`src/rtl/axis_frame_aligner_if.sv`:
```
// AXI4-Stream video bus used on both sides of axis_frame_aligner.
//   tdata  : pixel
//   tvalid : beat valid
//   tlast  : end of line
//   tuser  : start of frame
//   tready : sink accept
// The master modport drives the beat and samples tready; slave is the mirror.
interface axis_frame_aligner_if #(
  parameter int DATA_WIDTH = 24
);
  logic [DATA_WIDTH-1:0] tdata;
  logic                  tvalid;
  logic                  tlast;
  logic                  tuser;
  logic                  tready;

  modport master (output tdata, tvalid, tlast, tuser, input  tready);
  modport slave  (input  tdata, tvalid, tlast, tuser, output tready);
endinterface

```
`src/rtl/axis_frame_aligner.sv`:
```
// Frame aligner in front of the barrel distortion corrector.
// Locks onto SOF, regenerates tuser/tlast from internal x/y counters, pads
// short lines and short frames with PAD_VALUE and drops the tail of long
// lines, so every emitted frame is exactly WIDTH x HEIGHT beats.
// Ports:
//   clk, rst        : clock, synchronous active-high reset
//   s_axis          : input stream (slave); tready is combinational
//   m_axis          : output stream (master); one registered stage
//   err_short_line  : 1-cycle pulse, tlast seen before x == WIDTH-1
//   err_long_line   : 1-cycle pulse, no tlast at x == WIDTH-1
//   err_early_sof   : 1-cycle pulse, tuser seen mid-frame
//   frame_count     : completed output frames, modulo 2^16
module axis_frame_aligner #(
  parameter int                    WIDTH       = 1920,
  parameter int                    HEIGHT      = 1080,
  parameter int                    DATA_WIDTH  = 24,
  parameter int                    COORD_WIDTH = 16,
  parameter logic [DATA_WIDTH-1:0] PAD_VALUE   = '0
) (
  input  logic                        clk,
  input  logic                        rst,
  axis_frame_aligner_if.slave         s_axis,
  axis_frame_aligner_if.master        m_axis,
  output logic                        err_short_line,
  output logic                        err_long_line,
  output logic                        err_early_sof,
  output logic [15:0]                 frame_count
);

  typedef enum logic [2:0] {
    WAIT_SOF,
    PASS,
    PAD_LINE,
    DISCARD,
    PAD_FRAME
  } state_t;

  localparam logic [COORD_WIDTH-1:0] X_LAST = COORD_WIDTH'(WIDTH - 1);
  localparam logic [COORD_WIDTH-1:0] Y_LAST = COORD_WIDTH'(HEIGHT - 1);

  state_t                 state;
  logic [COORD_WIDTH-1:0] x;
  logic [COORD_WIDTH-1:0] y;

  logic ld;
  logic s_ready;
  logic accept;
  logic x_end;
  logic frame_end;
  logic sof_held;
  logic load_pixel;
  logic load_pad;
  logic pix_short;
  logic pix_long;

  // The output register may take a new beat when empty or being drained.
  assign ld        = !m_axis.tvalid || m_axis.tready;
  assign x_end     = (x == X_LAST);
  assign frame_end = x_end && (y == Y_LAST);
  assign sof_held  = s_axis.tvalid && s_axis.tuser;

  // NOTE: every signal assigned in always_comb gets a default first, so no
  // path through the case can leave it unassigned and infer a latch.
  always_comb begin
    s_ready = 1'b0;
    case (state)
      WAIT_SOF: s_ready = ld;
      // A mid-frame SOF is held off so it can open the next frame later.
      PASS:     s_ready = ld && !sof_held;
      DISCARD:  s_ready = !s_axis.tuser;
      default:  s_ready = 1'b0;
    endcase
  end

  assign s_axis.tready = s_ready;
  assign accept        = s_axis.tvalid && s_ready;

  // Real pixel: SOF beat in WAIT_SOF, or any accepted beat in PASS.
  assign load_pixel = accept && ((state == PASS) ||
                                 (state == WAIT_SOF && s_axis.tuser));
  assign load_pad   = ld && (state == PAD_LINE || state == PAD_FRAME);
  assign pix_short  = s_axis.tlast && !x_end;
  assign pix_long   = x_end && !s_axis.tlast;

  // NOTE: sequential state uses non-blocking assignments so every register
  // samples the pre-edge values regardless of statement order.
  always_ff @(posedge clk) begin
    if (rst) begin
      state          <= WAIT_SOF;
      x              <= '0;
      y              <= '0;
      m_axis.tdata   <= '0;
      m_axis.tvalid  <= 1'b0;
      m_axis.tlast   <= 1'b0;
      m_axis.tuser   <= 1'b0;
      err_short_line <= 1'b0;
      err_long_line  <= 1'b0;
      err_early_sof  <= 1'b0;
      frame_count    <= '0;
    end else begin
      err_short_line <= 1'b0;
      err_long_line  <= 1'b0;
      err_early_sof  <= 1'b0;

      // Output stage and coordinate counters advance together on each beat.
      if (load_pixel || load_pad) begin
        m_axis.tdata  <= load_pixel ? s_axis.tdata : PAD_VALUE;
        m_axis.tvalid <= 1'b1;
        m_axis.tlast  <= x_end;
        m_axis.tuser  <= (x == '0) && (y == '0);
        if (frame_end) begin
          x           <= '0;
          y           <= '0;
          frame_count <= frame_count + 16'd1;
        end else if (x_end) begin
          x <= '0;
          y <= y + 1'b1;
        end else begin
          x <= x + 1'b1;
        end
      end else if (ld) begin
        m_axis.tvalid <= 1'b0;
      end

      case (state)
        WAIT_SOF, PASS: begin
          if (state == PASS && sof_held) begin
            err_early_sof <= 1'b1;
            state         <= PAD_FRAME;
          end else if (load_pixel) begin
            err_short_line <= pix_short;
            err_long_line  <= pix_long;
            // Frame end wins the exit state; excess beats then drop as pre-SOF.
            if (frame_end)      state <= WAIT_SOF;
            else if (pix_short) state <= PAD_LINE;
            else if (pix_long)  state <= DISCARD;
            else                state <= PASS;
          end
        end
        PAD_LINE: begin
          if (load_pad && x_end) state <= frame_end ? WAIT_SOF : PASS;
        end
        DISCARD: begin
          // A SOF here is left pending so PASS raises the early-SOF path.
          if (sof_held)                    state <= PASS;
          else if (accept && s_axis.tlast) state <= PASS;
        end
        PAD_FRAME: begin
          if (load_pad && frame_end) state <= WAIT_SOF;
        end
        default: state <= WAIT_SOF;
      endcase
    end
  end

endmodule

```
`src/flat_wrapper.sv`:
```
// flat-port wrapper written by rule: the top's interface ports become plain ports
module axis_frame_aligner_flat 
#(
  parameter int                    WIDTH       = 1920,
  parameter int                    HEIGHT      = 1080,
  parameter int                    DATA_WIDTH  = 24,
  parameter int                    COORD_WIDTH = 16,
  parameter logic [DATA_WIDTH-1:0] PAD_VALUE   = '0
)
  (clk, rst, err_short_line, err_long_line, err_early_sof, frame_count, s_axis_tdata, s_axis_tvalid, s_axis_tlast, s_axis_tuser, s_axis_tready, m_axis_tdata, m_axis_tvalid, m_axis_tlast, m_axis_tuser, m_axis_tready);
  axis_frame_aligner_if #(.DATA_WIDTH(DATA_WIDTH)) s_axis_i ();
  axis_frame_aligner_if #(.DATA_WIDTH(DATA_WIDTH)) m_axis_i ();
  input  logic clk;
  input  logic rst;
  output logic err_short_line;
  output logic err_long_line;
  output logic err_early_sof;
  output logic [15:0] frame_count;
  input wire logic [$bits(s_axis_i.tdata)-1:0] s_axis_tdata;
  input wire logic [$bits(s_axis_i.tvalid)-1:0] s_axis_tvalid;
  input wire logic [$bits(s_axis_i.tlast)-1:0] s_axis_tlast;
  input wire logic [$bits(s_axis_i.tuser)-1:0] s_axis_tuser;
  output wire logic [$bits(s_axis_i.tready)-1:0] s_axis_tready;
  output wire logic [$bits(m_axis_i.tdata)-1:0] m_axis_tdata;
  output wire logic [$bits(m_axis_i.tvalid)-1:0] m_axis_tvalid;
  output wire logic [$bits(m_axis_i.tlast)-1:0] m_axis_tlast;
  output wire logic [$bits(m_axis_i.tuser)-1:0] m_axis_tuser;
  input wire logic [$bits(m_axis_i.tready)-1:0] m_axis_tready;
  assign s_axis_i.tdata = s_axis_tdata;
  assign s_axis_i.tvalid = s_axis_tvalid;
  assign s_axis_i.tlast = s_axis_tlast;
  assign s_axis_i.tuser = s_axis_tuser;
  assign s_axis_tready = s_axis_i.tready;
  assign m_axis_tdata = m_axis_i.tdata;
  assign m_axis_tvalid = m_axis_i.tvalid;
  assign m_axis_tlast = m_axis_i.tlast;
  assign m_axis_tuser = m_axis_i.tuser;
  assign m_axis_i.tready = m_axis_tready;
  axis_frame_aligner #(.WIDTH(WIDTH), .HEIGHT(HEIGHT), .DATA_WIDTH(DATA_WIDTH), .COORD_WIDTH(COORD_WIDTH), .PAD_VALUE(PAD_VALUE)) u_core (.clk(clk), .rst(rst), .s_axis(s_axis_i), .m_axis(m_axis_i), .err_short_line(err_short_line), .err_long_line(err_long_line), .err_early_sof(err_early_sof), .frame_count(frame_count));
endmodule
```
`config.mk`:
```
export PLATFORM = sky130hd
export DESIGN_NAME = axis_frame_aligner_flat
export DESIGN_NICKNAME = d
export VERILOG_FILES = /design/src/rtl/axis_frame_aligner_if.sv /design/src/rtl/axis_frame_aligner.sv /design/src/flat_wrapper.sv
export SDC_FILE = /design/constraint.sdc
export NUM_CORES = 1
export LEC_CHECK = 0
export BUFFER_PORTS_ARGS = -buffer_cell sky130_fd_sc_hd__buf_2
export CORE_MARGIN = 2
export CORE_UTILIZATION = 54
export CTS_CLUSTER_DIAMETER = 120
export DETAILED_ROUTE_END_ITERATION = 8
export PLACE_DENSITY = 0.83
export SLEW_MARGIN = 40
export SYNTH_ARGS = -nofsm -noshare
export SYNTH_HDL_FRONTEND = slang
export SYNTH_SLANG_ARGS = --single-unit
```
`constraint.sdc`:
```
create_clock -name clk -period 3.1 [get_ports clk]
set_input_delay 0.155 -clock clk [delete_from_list [all_inputs] [get_ports clk]]
set_output_delay 0.155 -clock clk [all_outputs]
set_load 0.1 [all_outputs]
```
# --- Word level (Yosys, flattened, before mapping) ---
# Index checks and enable logic that the tools add are counted.
totals:
  ff_bits: 81
  in_bits: 30
  out_inout_bits: 47
  elab_cells: 80
op_classes:
  n_addsub: 3
  eq_ne: 10
  mux: 20
  bitwise_logic: 2
  reduce_logical: 34
op_table:
  columns: ["operator", "count"]
  rows:
  - ["16-bit 2-to-1 mux", 4]
  - ["16-bit by 1-bit adder with 16-bit output (second input constant)", 3]
  - ["16-bit by 11-bit == test with 1-bit output (second input constant)", 2]
  - ["16-bit logical NOT", 2]
  - ["24-bit 2-to-1 mux", 1]
  - ["3-bit 2-to-1 mux", 8]
  - ["1-bit logical AND", 14]
  - ["3-bit one-hot mux with 4 select lines", 1]
  - ["3-bit by 2-bit == test with 1-bit output (second input constant)", 2]
  - ["3-bit by 1-bit inequality test with 1-bit output (second input constant)", 2]
  - ["1-bit logical NOT", 5]
  - ["1-bit logical OR", 4]
  - ["1-bit 2-to-1 mux", 4]
  - ["2-bit inequality test (second input constant)", 2]
  - ["2-bit AND reduction", 2]
  - ["4-bit AND reduction", 1]
  - ["2-bit nonzero test", 2]
  - ["2-bit OR reduction", 2]
  - ["4-bit OR reduction", 1]
  - ["3-bit by 1-bit == test with 1-bit output (second input constant)", 1]
  - ["3-bit == test (second input constant)", 1]
  - ["3-bit logical NOT", 1]
  - ["1-bit one-hot mux with 3 select lines", 1]
  - ["2-bit 2-to-1 mux", 1]
  - ["1-bit NOT", 2]

# --- Logic depth before layout (Yosys ltp) ---
logic_depth:
  depth_word: 9
  depth_mapped: 10
  mapped_depth_nobuf: 9

# --- Worst setup path before layout ---
# Ideal clock, no wire load.
synth_timing:
  path_kind: "register to output"
  from: "register u_core.m_axis.tvalid"
  to: "output s_axis_tready"
  t_arrival_ns: 5.651
  slack_ns: -2.706
  stages_incl_launch_ff: 4
  path_cell_list: "dfxtp_1 nand2b_1 nor2_1 a2111oi_0"
synth_between:
  elab_chain_len: 4
synth_lines:
  columns: ["element", "line", "source"]
  rows:
  - ["start: declaration", "axis_frame_aligner_if.sv:17", "modport master (output tdata, tvalid, tlast, tuser, input tready);"]
  - ["start signal: assignment", "axis_frame_aligner.sv:93", "m_axis.tvalid <= 1'b0;"]
  - ["start signal: assignment", "axis_frame_aligner.sv:108", "m_axis.tvalid <= 1'b1;"]
  - ["start signal: assignment", "axis_frame_aligner.sv:122", "m_axis.tvalid <= 1'b0;"]
  - ["1-bit logical NOT *", "axis_frame_aligner.sv:57", "assign ld = !m_axis.tvalid || m_axis.tready;"]
  - ["1-bit logical OR *", "axis_frame_aligner.sv:57", null]
  - ["1-bit logical AND", "axis_frame_aligner.sv:69", "PASS: s_ready = ld && !sof_held;"]
  - ["1-bit one-hot mux with 3 select lines *", "axis_frame_aligner.sv:66", "case (state)"]
  - ["end: declaration", "flat_wrapper.sv:23", "output wire logic [$bits(s_axis_i.tready)-1:0] s_axis_tready;"]
# Mark *: on every way between the ends. The rest lies on a longest branch, timed or not.

# --- Worst setup path in the final report ---
layout_timing:
  from: "register u_core.x[7]"
  to: "register u_core.y[11]"
layout_between:
  elab_chain_len: 4
  elab_cells_between_ends: 5
  classes_between: "eq/ne (1); mux (1); reduce/logical (3)"
layout_lines:
  columns: ["element", "line", "source"]
  rows:
  - ["start: declaration", "axis_frame_aligner.sv:42", "logic [COORD_WIDTH-1:0] x;"]
  - ["start signal: assignment", "axis_frame_aligner.sv:119", "x <= x + 1'b1;"]
  - ["16-bit by 11-bit == test with 1-bit output *", "axis_frame_aligner.sv:58", "assign x_end = (x == X_LAST);"]
  - ["1-bit logical AND", "axis_frame_aligner.sv:59", "assign frame_end = x_end && (y == Y_LAST);"]
  - ["2-bit nonzero test (no source line)", null, null]
  - ["2-bit AND reduction (no source line)", null, null]
  - ["end signal: assignment", "axis_frame_aligner.sv:117", "y <= y + 1'b1;"]
  - ["end: declaration", "axis_frame_aligner.sv:43", "logic [COORD_WIDTH-1:0] y;"]
# Marked as above.
# A chain may end at the register's enable or synchronous reset.

==> metrics.cfg <==
[worst_setup_path]
required_ns = 3.33
cp.arrival_ns = 2.90
cp-startpoint = u_core.x[7]
r2r-start = u_core.x[7]
cp-start-kind = flop
cp_max_fo = 16
path_class = reg -> reg
crit_path_end_kind = flop

[global_route]
grt_overflow = 0
grt_pass1_vias = 2973
grt_max_degree = 31
grt_pass1_wl_um = 13700
antenna_found_initial = 0
grt_usage = 0.229

[power]
p_leak_nw = 1.72
power_density_nw_per_um2 = 512
vdd_drop_max_mv = 0.290

[floorplan]
num_rows = 30
core_area_um2 = 6720
fp.dieArea_um2 = 7540
fp.dieH_um = 86.9
fp.dieW_um = 86.9
ios = 77
start_util = 0.552

[cts]
cts_root_buffer = clkbuf_8
cts_resized = 0
clock_path_buffers = 2
numCtsBuffers = 9
clk_pin_slew_ns = 0.08
htree_levels = 3
cts_tree = yes
clkSinkCount = 81
clk_latency_ns = 0.36

[timing]
rsz0062_at_grt = no
max_clock_freq_ghz = 0.374
fin_crit_ns = 2.67
finalWorstSetupSlack_ns = 0.425
holdWs_ns = 0.0133
clock_skew_ns = 0.00591
relSlewSlack = 0.566
finalSetupViolCount = 0
slew_violations = 0
final_hold_viol_count = 0
fin_setup_tns_ns = 0
fin_crit_sh = 0.863
worstMarginPinSlew_ns = 0.651

[place]
gp_congestion = 0.909
portBuffers = 76
dp.cells = 556
pre_cts_ws_ns = 0.470
place_hpwl_um = 6090

[cells_and_area]
stdcell_count = 573
drive_above_1_share = 0.233
area_delta_synth_final_pct = 17.8
final_core_util = 0.650
num-nets-final = 525
n_antenna_cell = 0

[synthesis]
synth_edf_count = 0
synthFlopType = dfxtp_1
yosysWarnings = 0
seq_area_frac_synth = 0.437
synth_cells = 411
synth.avg_cell_area_um2 = 9.02
synth-seq-cells = 81
netlist_area_um2 = 3710
syn_nets = 448
async_flop_share = 0
ys_types = 51

[routing]
dr.first_iter.drc_count = 193
ant_nets = 0
dr.pass1.iters = 4
wl_per_cell_um = 14.9
via_per_inst = 5.92
drt-total-wl_um = 8560
drcViolationCount = 0
vias = 3390

[hold_path]
min_path_type = in -> reg
min_from = s_axis_tdata[14]

[run_status]
outcome = completed

[flow_run]
maxCapViolations = 0

metrics by stage:
stage | area, µm² | power (W)
finish | 4370 | 0.00224
detailed placement | 4160 | 0.00149
global route | 4370 | 0.00232
CTS | 4370 | 0.00225
global placement | 4160 | 0.00149
floorplan | 3710 | 0.00142
final cells by class:
type | count | area [µm²]
clock buffers | 10 | 128
clock inverters | 6 | 66.3
fillers | 560 | 2350
inverters | 15 | 56.3
multi-input cells | 294 | 1930
flip-flops and latches | 81 | 1620
well taps | 80 | 100
repair buffers | 87 | 465
Yosys cell counts, types with 12 or more instances:
library cell   n  area [µm²]
dfxtp_1       81        1620
or4_1         12        90.1
or3_1         12        75.1
nor2_1        38         143
a21oi_1       33         165
nand4_1       12        75.1
xor2_1        17         149
nor3_1        12        60.1
inv_1         15        56.3
a22o_1        24         210
nand2_1       19        71.3
o21ai_0       19        95.1
timing repair:
action | in CTS | in global routing
hold endpoints to repair | 1 | 0
buffers inserted | 0 | 0
hold buffers | 1 | 0
sequential cells by signal, summed over array words and instances, names as in the netlist:
| signal | count |
|---|---|
| u_core.m_axis.tuser | 1 |
| u_core.y | 16 |
| u_core.err_early_sof | 1 |
| u_core.m_axis.tdata | 24 |
| u_core.m_axis.tvalid | 1 |
| u_core.state | 3 |
| u_core.err_long_line | 1 |
| u_core.x | 16 |
| u_core.m_axis.tlast | 1 |
| u_core.err_short_line | 1 |
| u_core.frame_count | 16 |
critical path, stage by stage (launching register included):
cell	delay, ns
dfxtp_1	0.37
or4_4	0.57
nor4_4	0.39
buf_4	0.24
o2111ai_1	0.31
nand2_1	0.56
nor2_1	0.11
cells by family after synthesis:
family	after synthesis	share of synthesized area
compound gates	114	0.210
xor+xnor	21	0.0496
fa+ha+maj	7	0.0236
buf+inv	36	0.0452
flops	81	0.437
mux	2	0.00540
simple gates	150	0.229
worst paths after layout:
path | endpoint | slack [ns] | cells past startpoint
worst max register to register | u_core.y[11] | 0.43 | 6
worst max-delay path | u_core.y[11] | 0.43 | 6
worst min register to register | u_core.m_axis.tlast | 0.45 | 2
worst min-delay path | u_core.m_axis.tdata[14] | 0.01 | 2
cell usage in the layout, fill, tap and decap left out, types with 2 or more instances in the layout:
cell type	synthesis	final
clkinvlp_4	0	3
or4_4	3	3
xnor2_1	4	4
or4_1	12	12
o21ai_0	19	19
xor2_1	17	17
o31ai_1	11	11
o2111ai_1	11	11
nand2b_1	4	4
nor4_1	6	6
ha_1	7	7
inv_1	15	15
mux2i_1	2	2
a21oi_1	33	33
a22o_1	24	24
nor3_1	12	11
clkbuf_8	0	9
or2_2	2	2
nand2_1	19	19
and2_1	5	5
buf_2	5	76
buf_4	1	10
dfxtp_1	81	81
nand3_1	10	10
o211ai_1	6	6
nor2_1	38	38
nor4_4	2	2
and3_1	5	5
or3_1	12	12
nand4_1	12	12
metal layers:
layer / track usage / wire length [µm]
met1: 0.303 / 3760
met2: 0.355 / 4230
met3: 0.0682 / 413
met4: 0.0838 / 157
met5: 0 / 0
power by group:
part / switching [W] / internal (W)
combinational: 0.000295 / 0.0000860
sequential: 0.0000209 / 0.00107
clock: 0.000392 / 0.000373
total: 0.000707 / 0.00153
(Power assumes the default switching activity.)
